$ cat config.mk
export PLATFORM = sky130hd
export DESIGN_NAME = pc_sequencer
export DESIGN_NICKNAME = d
export VERILOG_FILES = /design/src/rtl/pc_sequencer.sv
export SDC_FILE = /design/constraint.sdc
export NUM_CORES = 1
export LEC_CHECK = 0
export ABC_AREA = 1
export CAP_MARGIN = 20
export CORE_ASPECT_RATIO = 1.1
export CORE_MARGIN = 3
export CORE_UTILIZATION = 45
export DETAILED_ROUTE_END_ITERATION = 10
export GPL_TIMING_DRIVEN = 0
export PLACE_DENSITY = 0.75
export SLEW_MARGIN = 5
export SYNTH_ARGS = -nofsm -noshare
export SYNTH_HDL_FRONTEND = slang
export SYNTH_SLANG_ARGS = --single-unit
$ cat constraint.sdc
create_clock -name clk -period 4 [get_ports clk]
set_input_delay 0.8 -clock clk [delete_from_list [all_inputs] [get_ports clk]]
set_output_delay 0.8 -clock clk [all_outputs]
set_load 0.005 [all_outputs]
$ cat src/rtl/pc_sequencer.sv
// Program-counter sequencer: holds the fetch PC and selects the next address from PC+4 or a
// resolved branch/JAL/JALR target. Supports stall; optional misaligned-target trap with
// acknowledge handshake, enabled by defining PC_MISALIGN_TRAP_EN.
module pc_sequencer #(
  parameter int unsigned       ADDR_W   = 32,
  parameter int unsigned       IMM_W    = 64,
  parameter logic [ADDR_W-1:0] RESET_PC = '0,
  parameter logic [ADDR_W-1:0] TRAP_VEC = ADDR_W'('h40)
) (
  input  logic              clk,
  input  logic              rst_n,
  input  logic              stall,
  input  logic              br_valid,
  input  logic [2:0]        br_type,
  input  logic              zero_flag,
  input  logic              lt_flag,
  input  logic [IMM_W-1:0]  imm,
  input  logic [ADDR_W-1:0] rs1,
  input  logic              trap_ack,
  output logic [ADDR_W-1:0] pc,
  output logic [ADDR_W-1:0] pc_plus4,
  output logic              taken,
  output logic              trap,
  output logic [ADDR_W-1:0] trap_addr
);

  // Wide enough to sign-extend imm when it is narrower than the address.
  localparam int unsigned ExtW = (ADDR_W > IMM_W) ? ADDR_W : IMM_W;

  localparam logic [2:0] BrBeq  = 3'b001;
  localparam logic [2:0] BrBne  = 3'b010;
  localparam logic [2:0] BrBlt  = 3'b011;
  localparam logic [2:0] BrBge  = 3'b100;
  localparam logic [2:0] BrJal  = 3'b101;
  localparam logic [2:0] BrJalr = 3'b110;

  typedef enum logic [0:0] {StRun, StTrap} state_e;

  state_e            state_q;
  logic [ADDR_W-1:0] pc_q;
  logic [ADDR_W-1:0] trap_addr_q;
  logic              taken_q;
  logic              trap_q;

  logic [ExtW-1:0]   imm_ext;
  logic [ADDR_W-1:0] imm_a;
  logic [ADDR_W-1:0] imm_sh;
  logic [ADDR_W-1:0] jump_tgt;
  logic [ADDR_W-1:0] jalr_tgt;
  logic [ADDR_W-1:0] tgt_raw;
  logic [ADDR_W-1:0] tgt;
  logic [ADDR_W-1:0] next_pc;
  logic              taken_now;
  logic              misalign;
  logic              unused_bits;

  assign imm_ext  = ExtW'($signed(imm));
  assign imm_a    = imm_ext[ADDR_W-1:0];
  assign imm_sh   = {imm_a[ADDR_W-2:0], 1'b0};
  assign pc_plus4 = pc_q + ADDR_W'(4);
  assign jump_tgt = pc_q + imm_sh;
  assign jalr_tgt = (rs1 + imm_a) & ~ADDR_W'(1);
  assign tgt_raw  = (br_type == BrJalr) ? jalr_tgt : jump_tgt;

  // Take decision from the resolved control-flow type and ALU flags.
  always_comb begin
    taken_now = 1'b0;
    if (br_valid) begin
      case (br_type)
        BrBeq:         taken_now = zero_flag;
        BrBne:         taken_now = ~zero_flag;
        BrBlt:         taken_now = lt_flag;
        BrBge:         taken_now = ~lt_flag;
        BrJal, BrJalr: taken_now = 1'b1;
        default:       taken_now = 1'b0;
      endcase
    end
  end

`ifdef PC_MISALIGN_TRAP_EN
  assign misalign    = taken_now & (|tgt_raw[1:0]);
  assign tgt         = tgt_raw;
  assign trap        = trap_q;
  assign trap_addr   = trap_addr_q;
  assign unused_bits = ^imm_ext;
`else
  // Without the trap, misaligned targets are silently word-aligned.
  assign misalign    = 1'b0;
  assign tgt         = {tgt_raw[ADDR_W-1:2], 2'b00};
  assign trap        = 1'b0;
  assign trap_addr   = '0;
  assign unused_bits = ^{imm_ext, trap_q, trap_addr_q};
`endif

  assign next_pc = taken_now ? tgt : pc_plus4;

  // RUN/TRAP state machine owning pc, taken and trap registers.
  always_ff @(posedge clk or negedge rst_n) begin
    if (!rst_n) begin
      state_q     <= StRun;
      pc_q        <= RESET_PC;
      taken_q     <= 1'b0;
      trap_q      <= 1'b0;
      trap_addr_q <= '0;
    end else begin
      case (state_q)
        StRun: begin
          if (stall) begin
            taken_q <= 1'b0;
          end else if (misalign) begin
            // pc keeps the address of the faulting control-flow instruction.
            state_q     <= StTrap;
            trap_q      <= 1'b1;
            trap_addr_q <= tgt_raw;
            taken_q     <= 1'b0;
          end else begin
            pc_q    <= next_pc;
            taken_q <= taken_now;
          end
        end
        StTrap: begin
          taken_q <= 1'b0;
          if (trap_ack) begin
            state_q <= StRun;
            pc_q    <= TRAP_VEC;
            trap_q  <= 1'b0;
          end
        end
        default: state_q <= StRun;
      endcase
    end
  end

  assign pc    = pc_q;
  assign taken = taken_q;

endmodule

==> impl_metrics.env, run 1 <==
export IMPL_clk_root_buffer_cell="clkbuf_16"
export IMPL_diodes=0
export IMPL_drv_cap=0
export IMPL_grt_setup_unrepaired="no"
export IMPL_vias_per_cell=4.94
export IMPL_finalNetCount=1840
export IMPL_worst_ep_required_time_ns=3.20
export IMPL_cp_data_arrival_time_ns=2.75
export IMPL_cts_tree="built"
export IMPL_synth_avg_cell_area_um2=5.08
export IMPL_clkTransAtPathRegs_ns=0.06
export IMPL_status="finished, final reports clean"
export IMPL_switching_share_pct=51.4
export IMPL_synth_edff_count=0
export IMPL_areaGrowthSynthToFinish_pct=24.7
export IMPL_final_min_period_over_clock_period_pct=88.7
export IMPL_post_cts_resized=0
export IMPL_layout_setup_ws_ns=0.452
export IMPL_route_final_wire_length_mm=26.7
export IMPL_synth_ff_latch_count=32
export IMPL_crit_fanout=8
export IMPL_post_route_cells_drive_above_1_share_pct=4.48
export IMPL_power_density_nw_per_um2=365
export IMPL_p_int_w=0.00168
export IMPL_grt_first_pass_wirelength_mm=41.4
export IMPL_p_comb_share_pct=71.3
export IMPL_pin_count_of_the_biggest_net_entering_global_routing=33
export IMPL_distinct_cells_synth=40
export IMPL_synth_cell_area_um2=7600
export IMPL_route_vias_total=9277
export IMPL_post_cts_setup_buffer_count=0
export IMPL_tightest_slew_ns=0.718
export IMPL_drcViolationCount=0
export IMPL_post_synth_top_flop="dfrtp_1"
export IMPL_standard_cell_core_area_um2=16400
export IMPL_max_clock_freq_ghz=0.282
export IMPL_period_minus_slack_ns=3.55
export IMPL_netlist_area_leader_share_pct=31.1
export IMPL_slew_violations=0
export IMPL_dr_pass1_iters=5
export IMPL_die_width_um=130
export IMPL_gpl_final_weighted_congestion=0.969
export IMPL_worstSkewPairLatency_ns=0.28
export IMPL_ant_nets=0
export IMPL_die_footprint_um2=18500
export IMPL_std_cell_rows=49
export IMPL_antenna_found_initial=0
export IMPL_numCtsBuffers=5
export IMPL_fin_cells=1878
export IMPL_io_pin_count=204
export IMPL_yosys_warnings=0
export IMPL_grt_pass1_vias=8497
export IMPL_share_of_total_power_in_the_clock_network_pct=10.8
export IMPL_global_route_usage_over_all_layers_pct=28.1
export IMPL_psw_w=0.00178
export IMPL_timing_hold_worst_class="flop to flop"
export IMPL_setup_worst_path_class="flop to output port"
export IMPL_critPathLaunchType="flop"
export IMPL_dp_final_hpwl_mm=23.0
export IMPL_worst_ir_drop_vdd_uv=298
export IMPL_syn_inst=1495
export IMPL_synth_largest_area_cell="nand2_1"
export IMPL_cts_htree_levels=2
export IMPL_clock_sink_count=32
export IMPL_synth_top_cells_by_area="nand2_1 (31%), inv_1 (15%), dfrtp_1 (11%)"
export IMPL_cts_hold_repair_buffers=0
export IMPL_slew_headroom_pct=52.2
export IMPL_post_place_cells=1870
export IMPL_clock_path_buffers=2
export IMPL_synthTopCellsByCount="nand2_1 (629), inv_1 (294), nor2_1 (114)"
export IMPL_initial_core_util_pct=46.2
export IMPL_drt_wirelength_per_cell_um=14.2
export IMPL_seq_power_share_pct=17.9
export IMPL_fp_dieH_um=142
export IMPL_power_leakage_nw=5.67
export IMPL_timing_hold_violations_final=0
export IMPL_power_w=0.00345
export IMPL_drt_initial_drc_count=531
export IMPL_worst_setup_path_end_kind="output port"
export IMPL_ys_async_sr_fraction_pct=100
export IMPL_synth_most_common_cell="nand2_1"
export IMPL_yosysSeqAreaShare_pct=10.5
export IMPL_place_ws_ns=0.758
export IMPL_port_buffers=134
export IMPL_setup_tns_final_ns=0
export IMPL_fin_skew_ns=0.00977
export IMPL_final_setup_viol_count=0
export IMPL_gr_total_overflow=0
[worst max-delay path, cell delays in order, from the launching register on]
cell,delay (ns)
dfrtp_1,0.58
ha_1,0.28
nand3_2,0.16
nor3_4,0.21
nand2_2,0.11
nor2_1,0.12
nand2_1,0.11
nor2_2,0.12
nand3_1,0.08
nand2_1,0.09
nand2_1,0.05
inv_1,0.06
clkdlybuf4s50_1,0.49
[logic make-up after synthesis]
family | after synthesis | synth area share [%]
other | 1 | 0.0494
AOI/OAI and AO/OA | 118 | 8.40
adders and majority gates | 61 | 10.1
buffers and inverters | 352 | 19.3
and+or+nand+nor | 907 | 48.8
xor gates and xnor gates | 24 | 2.77
DFF | 32 | 10.5
[path summary, 6_finish.rpt]
kind,from,to,slack [ns],depth (start not counted)
worst max-delay path,pc[2],pc_plus4[24],0.45,12
worst min-delay path,state_q,state_q,0.51,2
worst max register to register,pc[2],pc[21],1.60,13
worst min register to register,state_q,state_q,0.51,2
max in group asynchronous,rst_n,pc[19],2.97,1
min in group asynchronous,rst_n,pc[26],0.56,1
[per-layer routing]
| metal | GRT usage (%) | vias up | wire length, µm |
|---|---|---|---|
| met5 | 0 | - | 0 |
| met4 | 9.85 | 0 | 1000 |
| met3 | 1.69 | 68 | 1500 |
| met2 | 47.9 | 328 | 12200 |
| met1 | 37.7 | 4016 | 12000 |
| li1 | - | 4865 | - |
[power by group through the flow]
stage / Combinational [W] / Sequential, W / Clock, W
3_3_place_gp: 0.00239 / 0.000615 / 0
4_1_cts: 0.00244 / 0.000610 / 0.000375
3_5_place_dp: 0.00242 / 0.000615 / 0
5_1_grt: 0.00277 / 0.000633 / 0.000389
6_report: 0.00246 / 0.000618 / 0.000374
2_1_floorplan: 0.00155 / 0.000547 / 0
[stage by stage]
step                util, %  cell area, µm²  hold WS, ns
floorplan                 -            7740        0.479
global placement       56.8            9330        0.499
detailed placement     56.8            9330        0.507
CTS                    57.6            9470        0.516
global route           57.6            9470        0.535
finish                 57.6            9470        0.515
[final cells by class]
type | instances | area [µm²]
Multi-Input combinational cell | 1148 | 5470
Fill cell | 1769 | 6960
Buffer | 52 | 339
Clock buffer | 5 | 125
Sequential cell | 32 | 801
Tap cell | 204 | 255
Clock inverter | 3 | 18.8
Inverter | 300 | 1130
Timing Repair Buffer | 134 | 1340
[cell usage in the layout (no fill, tap or decap), types with 2 or more instances in the layout]
cell             synthesis  layout
nand2_1                629     629
inv_1                  294     294
clkdlybuf4s50_1          0     133
nor2_1                 114     114
nand3_1                109     109
ha_1                    60      60
a21oi_1                 59      59
conb_1                   1      38
buf_4                   37      37
dfrtp_1                 32      32
o21ai_0                 25      25
o21ai_1                 15      15
nand4_1                 14      14
xor2_1                  13      13
nor3_1                  11      11
xnor2_1                 11      11
clkbuf_1                10      10
o21bai_1                 8       8
or2_2                    7       7
inv_2                    5       5
buf_2                    4       5
clkbuf_16                0       5
nor4_1                   4       4
o211ai_1                 4       4
nor2_2                   3       3
nand2_2                  3       3
and3_1                   3       3
nand3_2                  2       2
a21o_1                   2       2
nor3_4                   2       2
o22ai_1                  2       2
and2_1                   2       2
clkinv_2                 0       2
[state kept, by name, summed over array words and instances (netlist names)]
name,flops
taken,1
state_q,1
pc,30
No activity file was read; power rests on OpenSTA's default activity.
==> run 2: changes to the inputs <==
--- a/config.mk
+++ b/config.mk
@@ -10,6 +10,7 @@
 export CORE_ASPECT_RATIO = 1.1
 export CORE_MARGIN = 3
 export CORE_UTILIZATION = 45
+export CTS_BUF_LIST = sky130_fd_sc_hd__clkbuf_2
 export DETAILED_ROUTE_END_ITERATION = 10
 export GPL_TIMING_DRIVEN = 0
 export PLACE_DENSITY = 0.75
==> run 2 against run 1 <==
Against the previous run:
- final area shrank 1.1%
- combinational power barely moved
- core utilization shrank 0.61 points
- non-clock buffer count did not move
- sequential share of layout area is 0.090 points higher
- clock power decreased by 56%
- sequential power decreased by 0.6%
- first-iteration DRC count grew 12%
- routed wire length down 0.40%
- power fell by 6.3%
- register-to-register slack lost 0.04 ns
- clock skew increased by 0.031 ns
- critical path type unchanged
- largest power group unchanged
- highest routed layer unchanged
==> impl_metrics.env, run 2 (synthesis gave the netlist of run 1 again) <==
export IMPL_status="finished, final reports clean"
export IMPL_drv_cap=0
export IMPL_worst_ep_required_time_ns=3.20
export IMPL_cts_tree="built"
export IMPL_cp_data_arrival_time_ns=2.90
export IMPL_clock_path_buffers=2
export IMPL_grt_setup_unrepaired="no"
export IMPL_clock_sink_count=32
export IMPL_cts_htree_levels=2
export IMPL_gpl_final_weighted_congestion=0.969
export IMPL_initial_core_util_pct=46.2
export IMPL_tightest_slew_ns=0.713
export IMPL_slew_violations=0
export IMPL_global_route_usage_over_all_layers_pct=28.1
export IMPL_worst_ir_drop_vdd_uv=256
export IMPL_met3WireLength_mm=1.62
export IMPL_period_minus_slack_ns=3.70
export IMPL_power_w=0.00324
export IMPL_fin_skew_ns=0.0408
export IMPL_timing_hold_worst_class="input port to async pin"
export IMPL_post_cts_resized=0
export IMPL_max_clock_freq_ghz=0.270
export IMPL_dp_final_hpwl_mm=23.0
export IMPL_drt_wirelength_per_cell_um=14.2
export IMPL_grt_first_pass_wirelength_mm=41.4
export IMPL_route_final_wire_length_mm=26.6
export IMPL_vias_per_cell=4.94
export IMPL_power_density_nw_per_um2=346
export IMPL_pin_count_of_the_biggest_net_entering_global_routing=33
export IMPL_dr_pass1_iters=5
export IMPL_fp_dieH_um=142
export IMPL_drt_initial_drc_count=593
export IMPL_critical_path_cell_chain="ha_1 > nand3_2 > nor3_4 > nand2_2 > nor2_1 > nand2_1 > xor2_1 > inv_1 > clkdlybuf4s50_1"
export IMPL_slew_headroom_pct=52.5
export IMPL_met2_wirelength_mm=12.2
export IMPL_antenna_found_initial=0
export IMPL_post_cts_setup_buffer_count=0
export IMPL_port_buffers=134
export IMPL_cp_slowest_cell="dfrtp_1"
export IMPL_crit_fanout=8
export IMPL_cts_hold_repair_buffers=0
export IMPL_die_footprint_um2=18500
export IMPL_layout_cells_most_common="nand2_1"
export IMPL_diodes=0
export IMPL_areaGrowthSynthToFinish_pct=23.4
export IMPL_grt_pass1_vias=8507
export IMPL_slowest_delay_ns=0.62
export IMPL_numCtsBuffers=5
export IMPL_timing_hold_violations_final=0
export IMPL_standard_cell_core_area_um2=16400
export IMPL_drcViolationCount=0
export IMPL_finalNetCount=1840
export IMPL_ant_nets=0
export IMPL_io_pin_count=204
export IMPL_setup_tns_final_ns=0
export IMPL_layout_setup_ws_ns=0.299
export IMPL_post_route_cells_drive_above_1_share_pct=4.48
export IMPL_setup_worst_path_class="flop to output port"
export IMPL_worstSkewPairLatency_ns=0.41
export IMPL_gr_total_overflow=0
export IMPL_std_cell_rows=49
export IMPL_final_min_period_over_clock_period_pct=92.5
export IMPL_critPathLaunchType="flop"
export IMPL_die_width_um=130
export IMPL_route_vias_total=9271
export IMPL_power_leakage_nw=5.63
export IMPL_largest_reg_flops=30
export IMPL_worst_setup_path_end_kind="output port"
export IMPL_most_frequent_cells_in_the_layout="nand2_1 (629), inv_1 (294), clkdlybuf4s50_1 (133)"
export IMPL_final_setup_viol_count=0
export IMPL_place_ws_ns=0.758
export IMPL_clkTransAtPathRegs_ns=0.20
export IMPL_clk_root_buffer_cell="clkbuf_2"
export IMPL_top_signal_layer_used="met4"
export IMPL_detail_route_wirelength_met1_mm=11.7
export IMPL_hold_slack_ns=0.417
[run 2: worst paths after layout]
path	slack, ns	endpoint	startpoint	depth (start not counted)
worst max-delay path	0.30	pc_plus4[28]	pc[2]	9
worst min-delay path	0.42	pc[15]	rst_n	1
worst max register to register	1.56	pc[21]	pc[2]	13
worst min register to register	0.53	state_q	state_q	2
max in group asynchronous	3.09	pc[19]	rst_n	1
min in group clk	0.53	state_q	state_q	2
[run 2: report_power, final]
group	leakage [nW]	internal (W)	total, W	switching [W]
Clock	0.0327	0.0000420	0.000164	0.000122
Combinational	5.21	0.00104	0.00246	0.00142
Sequential	0.391	0.000408	0.000614	0.000206
[run 2: per-stage QoR]
| stage | cell area, µm² | cells | utilization, % |
|---|---|---|---|
| 5_1_grt | 9370 | 1878 | 57.0 |
| 4_1_cts | 9370 | 1878 | 57.0 |
| 2_1_floorplan | 7740 | 1532 | - |
| 3_3_place_gp | 9330 | 1870 | 56.8 |
| 6_report | 9370 | 1878 | 57.0 |
| 3_5_place_dp | 9330 | 1870 | 56.8 |
[run 2: layout make-up]
type                    count  area, µm²
fillers                  1799       7060
multi-input cells        1148       5470
repair buffers            134       1340
inverters                 300       1130
flip-flops and latches     32        801
plain buffers              52        339
well taps                 204        255
clock buffers               5       25.0
clock inverters             3       18.8
[run 2: worst max-delay path, delay by kind of cell (launching register included)]
family                   cells  cell delay [ns]
adder cells (fa/ha/maj)      1             0.28
flip-flops                   1             0.62
XOR/XNOR                     1             0.17
AND/OR/NAND/NOR              5             0.86
buffers and inverters        2             0.57
[run 2: metal layers]
layer / vias up / GRT usage [%]
li1: 4867 / -
met1: 3996 / 37.7
met2: 340 / 47.7
met3: 68 / 1.69
met4: 0 / 10.2
met5: - / 0
==> run 3: changes to the inputs <==
--- a/config.mk
+++ b/config.mk
@@ -12,9 +12,9 @@
 export CORE_UTILIZATION = 45
 export CTS_BUF_LIST = sky130_fd_sc_hd__clkbuf_2
 export DETAILED_ROUTE_END_ITERATION = 10
+export GPL_ROUTABILITY_DRIVEN = 0
 export GPL_TIMING_DRIVEN = 0
 export PLACE_DENSITY = 0.75
-export SLEW_MARGIN = 5
 export SYNTH_ARGS = -nofsm -noshare
 export SYNTH_HDL_FRONTEND = slang
 export SYNTH_SLANG_ARGS = --single-unit
==> run 3 against run 2 <==
Against the previous run:
- die area stayed put
- first-iteration DRC count is 7.1% higher
- sequential power is 1% higher
- core utilization is 0.11 points higher
- count of clock-buffer cells in the layout stayed put
- sequential cell count stayed put
- power is 1.8% higher
==> impl_metrics.env, run 3 (synthesis gave the netlist of run 1 again) <==
export IMPL_cts_htree_levels=2
export IMPL_pin_count_of_the_biggest_net_entering_global_routing=33
export IMPL_grt_first_pass_wirelength_mm=40.9
export IMPL_post_cts_resized=0
export IMPL_vias_per_cell=5.00
export IMPL_ant_nets=0
export IMPL_power_leakage_nw=5.64
export IMPL_io_pin_count=204
export IMPL_dp_final_hpwl_mm=22.1
export IMPL_clkTransAtPathRegs_ns=0.19
export IMPL_setup_tns_final_ns=0
export IMPL_areaGrowthSynthToFinish_pct=23.6
export IMPL_status="finished, final reports clean"
export IMPL_timing_hold_worst_class="input port to async pin"
export IMPL_grt_setup_unrepaired="no"
export IMPL_die_width_um=130
export IMPL_drt_wirelength_per_cell_um=13.8
export IMPL_finish_instance_area_um2=9390
export IMPL_slew_headroom_pct=50.6
export IMPL_die_footprint_um2=18500
export IMPL_worstReg2RegStart="pc[2]"
export IMPL_finalNetCount=1840
export IMPL_critPathLaunch="pc[2]"
export IMPL_cts_tree="built"
export IMPL_worst_setup_path_end_kind="output port"
export IMPL_port_buffers=134
export IMPL_power_w=0.00330
export IMPL_cts_hold_repair_buffers=0
export IMPL_setup_reg_to_reg_worst_slack_ns=1.61
export IMPL_initial_core_util_pct=46.2
export IMPL_final_min_period_over_clock_period_pct=93.8
export IMPL_critPathLaunchType="flop"
export IMPL_post_cts_setup_buffer_count=0
export IMPL_drcViolationCount=0
export IMPL_grt_pass1_vias=8527
export IMPL_clk_root_buffer_cell="clkbuf_2"
export IMPL_max_clock_freq_ghz=0.267
export IMPL_global_route_usage_over_all_layers_pct=27.5
export IMPL_cp_slowest_cell="dfrtp_1"
export IMPL_fin_cells=1878
export IMPL_drv_cap=0
export IMPL_antenna_found_initial=0
export IMPL_post_place_cells=1870
export IMPL_post_route_cells_drive_above_1_share_pct=4.36
export IMPL_final_setup_viol_count=0
export IMPL_tightest_slew_ns=0.740
export IMPL_worst_ir_drop_vdd_uv=220
export IMPL_critPathMostFrequentCell="nand2_1"
export IMPL_largest_reg_flops=30
export IMPL_worstRegToRegCells=13
export IMPL_timing_hold_violations_final=0
export IMPL_standard_cell_core_area_um2=16400
export IMPL_fp_dieH_um=142
export IMPL_slew_violations=0
export IMPL_numCtsBuffers=5
export IMPL_gr_total_overflow=0
export IMPL_timing_rr_end="pc[29]"
export IMPL_setup_worst_path_class="flop to output port"
export IMPL_power_density_nw_per_um2=351
export IMPL_layout_cells_most_common="nand2_1"
export IMPL_postPlaceCellArea_um2=9330
export IMPL_route_final_wire_length_mm=25.9
export IMPL_route_vias_total=9398
export IMPL_dr_pass1_iters=7
export IMPL_clock_sink_count=32
export IMPL_hold_slack_ns=0.428
export IMPL_period_minus_slack_ns=3.75
export IMPL_fin_skew_ns=0.0372
export IMPL_drt_initial_drc_count=635
export IMPL_std_cell_rows=49
export IMPL_crit_fanout=8
export IMPL_worst_ep_required_time_ns=3.20
export IMPL_cp_data_arrival_time_ns=2.95
export IMPL_clock_path_buffers=2
export IMPL_slowest_delay_ns=0.62
export IMPL_most_frequent_cells_in_the_layout="nand2_1 (629), inv_1 (294), clkdlybuf4s50_1 (133)"
export IMPL_diodes=0
export IMPL_worstSkewPairLatency_ns=0.41
export IMPL_critical_path_cell_chain="ha_1 > nand3_2 > nor3_4 > nand2_2 > nor2_1 > nand2_1 > nor2_2 > nand3_1 > nand2_1 > nand2_1 > inv_1 > clkdlybuf4s50_1"
-- run 3: cell types whose count changed in the layout (fill, tap and decap cells not counted) --
cell       delta
clkinv_1      +2
clkinv_2      -2
bufinv_16     +1
clkinv_4      -1
-- run 3: cell type report --
type | count | area, µm²
Tap cell | 204 | 255
Inverter | 300 | 1130
Buffer | 52 | 339
Timing Repair Buffer | 134 | 1340
Clock inverter | 3 | 37.5
Multi-Input combinational cell | 1148 | 5470
Sequential cell | 32 | 801
Clock buffer | 5 | 25.0
Fill cell | 1760 | 7040
-- run 3: metrics by stage --
step / setup slack (ns) / utilization [%]
2_1_floorplan: 1.61 / -
4_1_cts: 0.275 / 57.2
6_report: 0.248 / 57.2
3_3_place_gp: 0.793 / 56.8
3_5_place_dp: 0.743 / 56.8
5_1_grt: 0.0967 / 57.2
-- run 3: worst max-delay path by stage --
stage                        end  slack, ns  cells after the start
global placement          pc[29]       0.79                     14
finish              pc_plus4[24]       0.25                     12
detailed placement        pc[29]       0.74                     14
CTS                 pc_plus4[24]       0.27                     12
global route        pc_plus4[24]        0.1                     12
floorplan           pc_plus4[24]       1.61                     11
-- run 3: routing by layer --
layer | part of all wire [%] | wire length [µm] | GRT usage (%) | vias to the layer above
met5 | 0 | 0 | 0 | -
met4 | 3.7 | 964 | 10.1 | 0
met3 | 8.0 | 2070 | 2.25 | 59
met2 | 46 | 12000 | 47.1 | 394
met1 | 42 | 10900 | 36.0 | 4083
li1 | - | - | - | 4862
-- run 3: where the power goes --
| group | leakage (nW) | switching, W | internal (W) | total, W |
|---|---|---|---|---|
| registers | 0.391 | 0.000212 | 0.000408 | 0.000620 |
| logic | 5.21 | 0.00141 | 0.00104 | 0.00245 |
| clock network | 0.0380 | 0.000122 | 0.000102 | 0.000224 |
| total | 5.64 | 0.00175 | 0.00155 | 0.00330 |
-- run 3: worst max-delay path, delay by kind of cell (launching register included) --
family / cells / cell delay (ns)
flops: 1 / 0.62
buf+inv: 2 / 0.56
simple gates: 9 / 1.09
fa+ha+maj: 1 / 0.27
